`src/rtl/dmem_loader.sv`:
```
// Sequencer that bulk-loads a byte stream into data memory or dumps it back out.
// In IDLE (or while reset is high) the CPU owns the memory ports combinationally.
module dmem_loader #(
    localparam int unsigned AW = 4,
    localparam int unsigned DW = 8,
    parameter logic [AW-1:0] LAST_ADDR = 4'd15
) (
    input  logic          i_clock,
    input  logic          i_reset,
    input  logic          i_load_start,
    input  logic          i_dump_start,
    input  logic          i_in_valid,
    input  logic [DW-1:0] i_in_data,
    output logic          o_in_ready_c,
    output logic          o_out_valid_c,
    output logic [DW-1:0] o_out_data_c,
    output logic [AW-1:0] o_out_addr_c,
    input  logic          i_out_ready,
    input  logic          i_cpu_c17,
    input  logic [AW-1:0] i_cpu_write_select,
    input  logic [DW-1:0] i_cpu_inp,
    input  logic [AW-1:0] i_cpu_read_select,
    output logic          o_c17_c,
    output logic [AW-1:0] o_write_select_c,
    output logic [DW-1:0] o_inp_c,
    output logic [AW-1:0] o_read_select_c,
    input  logic [DW-1:0] i_data_memory_output,
    output logic          o_busy_c,
    output logic          o_done
);

    typedef enum logic [1:0] {
        S_IDLE     = 2'd0,
        S_LOAD     = 2'd1,
        S_DUMP_REQ = 2'd2,
        S_DUMP_OUT = 2'd3
    } state_t;

    state_t        r_state;
    state_t        w_cur_state;
    state_t        w_next_state;
    logic [AW-1:0] r_addr;
    logic [AW-1:0] w_next_addr;
    logic          r_done;
    logic          w_next_done;
    logic          w_at_last;

    // State, address counter and completion pulse
    always_ff @(posedge i_clock) begin
        if (i_reset) begin
            r_state <= S_IDLE;
            r_addr  <= '0;
            r_done  <= 1'b0;
        end else begin
            r_state <= w_next_state;
            r_addr  <= w_next_addr;
            r_done  <= w_next_done;
        end
    end

    // Reset forces IDLE behaviour on the outputs in the same cycle it is seen
    assign w_cur_state = i_reset ? S_IDLE : r_state;
    assign w_at_last   = (r_addr == LAST_ADDR);

    always_comb begin
        w_next_state     = w_cur_state;
        w_next_addr      = r_addr;
        w_next_done      = 1'b0;
        o_c17_c          = 1'b0;
        o_write_select_c = r_addr;
        o_inp_c          = i_in_data;
        o_read_select_c  = r_addr;
        o_in_ready_c     = 1'b0;
        o_out_valid_c    = 1'b0;
        o_busy_c         = 1'b1;

        case (w_cur_state)
            S_IDLE: begin
                o_c17_c          = i_cpu_c17;
                o_write_select_c = i_cpu_write_select;
                o_inp_c          = i_cpu_inp;
                o_read_select_c  = i_cpu_read_select;
                o_busy_c         = 1'b0;
                w_next_addr      = '0;
                if (i_load_start) begin
                    w_next_state = S_LOAD;
                end else if (i_dump_start) begin
                    w_next_state = S_DUMP_REQ;
                end
            end
            S_LOAD: begin
                o_in_ready_c = 1'b1;
                o_c17_c      = i_in_valid;
                if (i_in_valid) begin
                    if (w_at_last) begin
                        w_next_state = S_IDLE;
                        w_next_addr  = '0;
                        w_next_done  = 1'b1;
                    end else begin
                        w_next_addr = AW'(r_addr + AW'(1));
                    end
                end
            end
            S_DUMP_REQ: begin
                w_next_state = S_DUMP_OUT;
            end
            S_DUMP_OUT: begin
                o_out_valid_c = 1'b1;
                if (i_out_ready) begin
                    if (w_at_last) begin
                        w_next_state = S_IDLE;
                        w_next_addr  = '0;
                        w_next_done  = 1'b1;
                    end else begin
                        w_next_state = S_DUMP_REQ;
                        w_next_addr  = AW'(r_addr + AW'(1));
                    end
                end
            end
            default: begin
                w_next_state = S_IDLE;
                w_next_addr  = '0;
            end
        endcase
    end

    assign o_out_data_c = i_data_memory_output;
    assign o_out_addr_c = r_addr;
    assign o_done       = r_done;

endmodule

```
`config.mk`:
```
export PLATFORM = sky130hd
export DESIGN_NAME = dmem_loader
export DESIGN_NICKNAME = d
export VERILOG_FILES = /design/src/rtl/dmem_loader.sv
export SDC_FILE = /design/constraint.sdc
export NUM_CORES = 1
export LEC_CHECK = 0
export ABC_AREA = 1
export BUFFER_PORTS_ARGS = -buffer_cell sky130_fd_sc_hd__clkbuf_2
export CAP_MARGIN = 15
export CORE_ASPECT_RATIO = 1.25
export CORE_MARGIN = 2
export CORE_UTILIZATION = 30
export CTS_CLUSTER_DIAMETER = 40
export DETAILED_ROUTE_END_ITERATION = 7
export PLACE_DENSITY = 0.73
export SYNTH_ARGS = -nofsm -noshare
export SYNTH_HDL_FRONTEND = slang
export SYNTH_SLANG_ARGS = --single-unit
export TNS_END_PERCENT = 10
```
`constraint.sdc`:
```
create_clock -name i_clock -period 1.25 [get_ports i_clock]
set_clock_uncertainty 0.15 [all_clocks]
set_input_delay 0.25 -clock i_clock [delete_from_list [all_inputs] [get_ports i_clock]]
set_output_delay 0.25 -clock i_clock [all_outputs]
set_load 0.03 [all_outputs]
```
Word-level counts from Yosys, hierarchy flattened

Index checks and enable logic that the tools add are counted.

Output and inout bits: 33
Bits in registers: 7
Input port bits: 39
Logic and storage cells: 36

Add/subtract/negate cells: 1
Reduce and logical (&&, ||, !) cells: 3
Equality and inequality tests: 6
Multiplexer cells: 23

Operators by type and width:

| operator            | count |
|---|---|
| $mux 4              | 5 |
| $mux 2              | 7 |
| $pmux 4 s3          | 1 |
| $mux 8              | 1 |
| $pmux 2 s4          | 1 |
| $mux 1              | 6 |
| $add 4x1->4 const B | 1 |
| $eq 2x2->1 const B  | 2 |
| $eq 4x4->1 const B  | 1 |
| $ne 2x2->1 const B  | 2 |
| $pmux 1 s2          | 2 |
| $reduce_and 3->1    | 1 |
| $reduce_bool 3->1   | 1 |
| $eq 2x1->1 const B  | 1 |
| $logic_not 2->1     | 1 |

Logic depth before layout (Yosys ltp)

Depth after elaboration: 4
Mapped depth: 7
Depth with buffers taken out: 7

Worst setup path after synthesis

Ideal clock, no wire load.

Path kind: flip-flop to output port
Start point: reg r_state[1]
End point: out o_c17_c
Required time: 0.850 ns
Buffers on the path: 0
Data arrival time: 1.173 ns
Setup slack: -0.323 ns
Stages on the path, launching flop included: 4
Cells stage by stage: dfxtp_1 inv_2 nand3_2 o21ai_0

Longest elaborated chain between the ends: 3
Elaborated cells between the ends (all ways): 4
Those cells by class: eq/ne (1); mux (2); reduce/logical (1)

RTL lines:

| element                                              | line | source |
|---|---|---|
| from (decl)                                          | 39   | `state_t r_state;` |
| from (signal assigned)                               | 55   | `r_state <= w_next_state;` |
| $mux 2 *                                             | 62   | `assign w_cur_state = i_reset ? S_IDLE : r_state;` |
| $eq 2x1->1 / $logic_not 2->1 (equally long branches) | 77   | `case (w_cur_state)` |
| $pmux 1 s2 *                                         | 77   |  |
| to (decl)                                            | 23   | `output logic o_c17_c,` |

Every way passes the cells marked *; elsewhere a longest branch is shown, timed or not.

Worst setup path in the final report

Ends and elaborated chain as after synthesis.

==> reports/results.ini <==
[status]
status = finished, violations left
violations = setup timing

[final_layout]
register_area_um2 = 158
final_core_util = 0.695
drive_gt1_frac = 0.690
fillers = 169
antenna_cells = 0
multi_input_area_um2 = 549
fin_nets = 225
design_area_mm2 = 0.00150
syn_to_final_growth_pct = 126

[synthesis]
synthArstFlopShare = 0
synth_top_area_cell = nand2_1
synth_area_leaders = nand2_1 (33%), dfxtp_1 (21%), buf_4 (9.0%)
synth_cell_types = 20
syn_nets = 156
syn-cell-area_um2 = 667
synth_seq_cells = 7
ys.flop_type = dfxtp_1
synth_edf_count = 0
seq_area_frac_synth = 0.210
yosysMostFrequentCell = nand2_1
yosys_warnings = 0
synth_top_area_share = 0.326
synth.top_cells.by_count = nand2_1 (58), inv_1 (10), buf_4 (8)
syn_area_per_cell_um2 = 5.75
synthCells = 116

[sta]
setup_slack_ns = -0.360
whs_ns = 0.00875
finalCritPeriodShare = 1.29
rsz0062_at_grt = true
setup_viol = 27
relSlewSlack = 0.882
max_freq_mhz = 621
layout_min_cycle_time_ns = 1.61
final_hold_viol_count = 0
slew_violations = 0
setup_tns_ns = -6.60
tightest_slew_ns = 0.175

[route]
vias = 995
drt_iter0_drc = 9
drt_first_pass_iters = 5
ant_nets = 0
wl_met1_um = 939
viasPerCell = 4.63
wl_per_cell_um = 12.7
dr.max_layer_used = met4
routed-wl-met3_um = 298
drc = 0
wirelength_um = 2730
met2_length_um = 1430

[placement]
hpwl_um = 1720
placed_cell_area_mm2 = 0.00108
detailedPlace.worstSlack_ns = -0.260
port_buffers = 55
gp_congestion = 0.804

[pwr]
power_frac_clock = 0.199
p_switching_mw = 0.451
power_frac_seq = 0.214
powerDensity_mw_per_mm2 = 732
switching_share = 0.410
leakagePower_nw = 0.794
combPwrFrac = 0.587
ir_worst_vdd_uv = 506
p_int_mw = 0.650

[cts]
clkLatencyLatePin_ns = 0.27
htree_levels = 1
clock-sinks = 7
cts.clk_slew.worst_paths_ns = 0.05
numCtsBuffers = 3
post_cts_buffers = 0
max-clock-path-buffers = 2
cts_tree = yes
hold_buffers = 0
root_buffer = clkbuf_4

[floorplanning]
start_util = 0.308
die_x_um = 46.2
dieArea_mm2 = 0.00262
die_y_um = 56.7
num_rows = 19
coreArea_mm2 = 0.00216
ios = 72

[global_routing]
grt_max_degree = 10
grt_pass1_vias = 1016
grt_use_total = 0.215
overflow = 0
antenna_found_initial = 0
grt_pass1_wl_um = 4200

[critical_path]
critPathArrivalTime_ns = 1.21
startpoint_type = flip-flop
path_max_fanout = 3
critPathKind = flip-flop to output port
endpoint_kind = output port
critPathMaxStageDelay_ns = 0.33
crit_path_cell_trace = buf_4 -> inv_4 -> nand3_4 -> o21ai_2 -> clkbuf_8
cpMaxStageDelayCell = dfxtp_2
worstPathRequired_ns = 0.85

[min_path]
holdCritPathClass = input pin to flip-flop

[run]
maxCapViolCount = 0

==> layout by cell type, fill, tap and decap left out, types with 2 or more instances in the layout <==
cell / Yosys / layout
o21ai_1: 0 / 4
nand3_1: 4 / 3
nor2_4: 0 / 3
nand2_4: 1 / 6
a21oi_1: 3 / 3
inv_4: 1 / 2
inv_2: 2 / 2
o21ai_0: 7 / 2
clkbuf_2: 0 / 31
clkbuf_4: 0 / 4
inv_1: 10 / 8
nor2_1: 3 / 2
dfxtp_2: 0 / 2
buf_4: 8 / 10
nand2_2: 2 / 24
buf_6: 2 / 6
clkbuf_8: 0 / 7
nand2_1: 58 / 31
buf_8: 0 / 17
dfxtp_4: 0 / 4
==> layer usage <==
metal | vias to the layer above | GRT usage
met5 | - | 0
met1 | 427 | 0.216
met2 | 70 | 0.383
met4 | 0 | 0.0980
met3 | 9 | 0.0611
li1 | 489 | -
==> power by group through the flow <==
stage | sequential [mW] | clock [mW] | combinational, mW
after CTS | 0.238 | 0.218 | 0.576
final | 0.235 | 0.219 | 0.646
after global placement | 0.241 | 0 | 0.427
after global routing | 0.236 | 0.232 | 0.687
after detailed placement | 0.241 | 0 | 0.433
after floorplan | 0.251 | 0 | 0.319
==> registers in the layout, indices dropped and copies added (netlist names) <==
register,flops
o_out_addr_c,4
o_done,1
r_state,2
==> logic make-up (layout without fill, tap and decap cells) <==
kind of cell	after synthesis	count (layout)	synth area share
adder cells (fa/ha/maj)	1	1	0.0188
AO/OA/AOI/OAI	12	12	0.107
buffers and inverters	23	90	0.201
AND/OR/NAND/NOR	73	74	0.463
flip-flops	7	7	0.210
==> per-stage QoR <==
stage / cells / power [mW]
finish: 215 / 1.10
global route: 215 / 1.16
CTS: 215 / 1.03
detailed placement: 209 / 0.674
global placement: 209 / 0.668
floorplan: 116 / 0.570
==> cell type report <==
| cell class | count | area share |
|---|---|---|
| timing repair inverter | 1 | 0.00582 |
| multi-input combinational | 87 | 0.365 |
| inverter | 13 | 0.0441 |
| sequential | 7 | 0.105 |
| timing repair buffer | 72 | 0.437 |
| clock buffer | 4 | 0.0175 |
| tap | 31 | 0.0258 |
==> critical path: cells and delay by family, from the launching register on <==
kind	cells	cell delay [ns]
AOI/OAI and AO/OA	1	0.15
buffers and inverters	3	0.38
DFF	1	0.33
and+or+nand+nor	1	0.08
==> worst paths after layout <==
| check | startpoint | endpoint | slack (ns) | cells after the start |
|---|---|---|---|---|
| max | r_state[1] | o_c17_c | -0.36 | 5 |
| min | i_reset | r_state[1] | 0.009 | 2 |
| max reg2reg | r_state[1] | o_out_addr_c[3] | -0.02 | 8 |
| min reg2reg | o_out_addr_c[3] | o_out_addr_c[3] | 0.36 | 2 |
==> what timing repair did <==
item | 4_1_cts | 5_1_grt
resized for setup | 72 | 41
setup endpoints to repair | 31 | 31
pin swaps | 13 | 7
cloned | 2 | 0
endpoints found under the hold margin | 0 | 0
No activity file was read; power rests on OpenSTA's default activity.
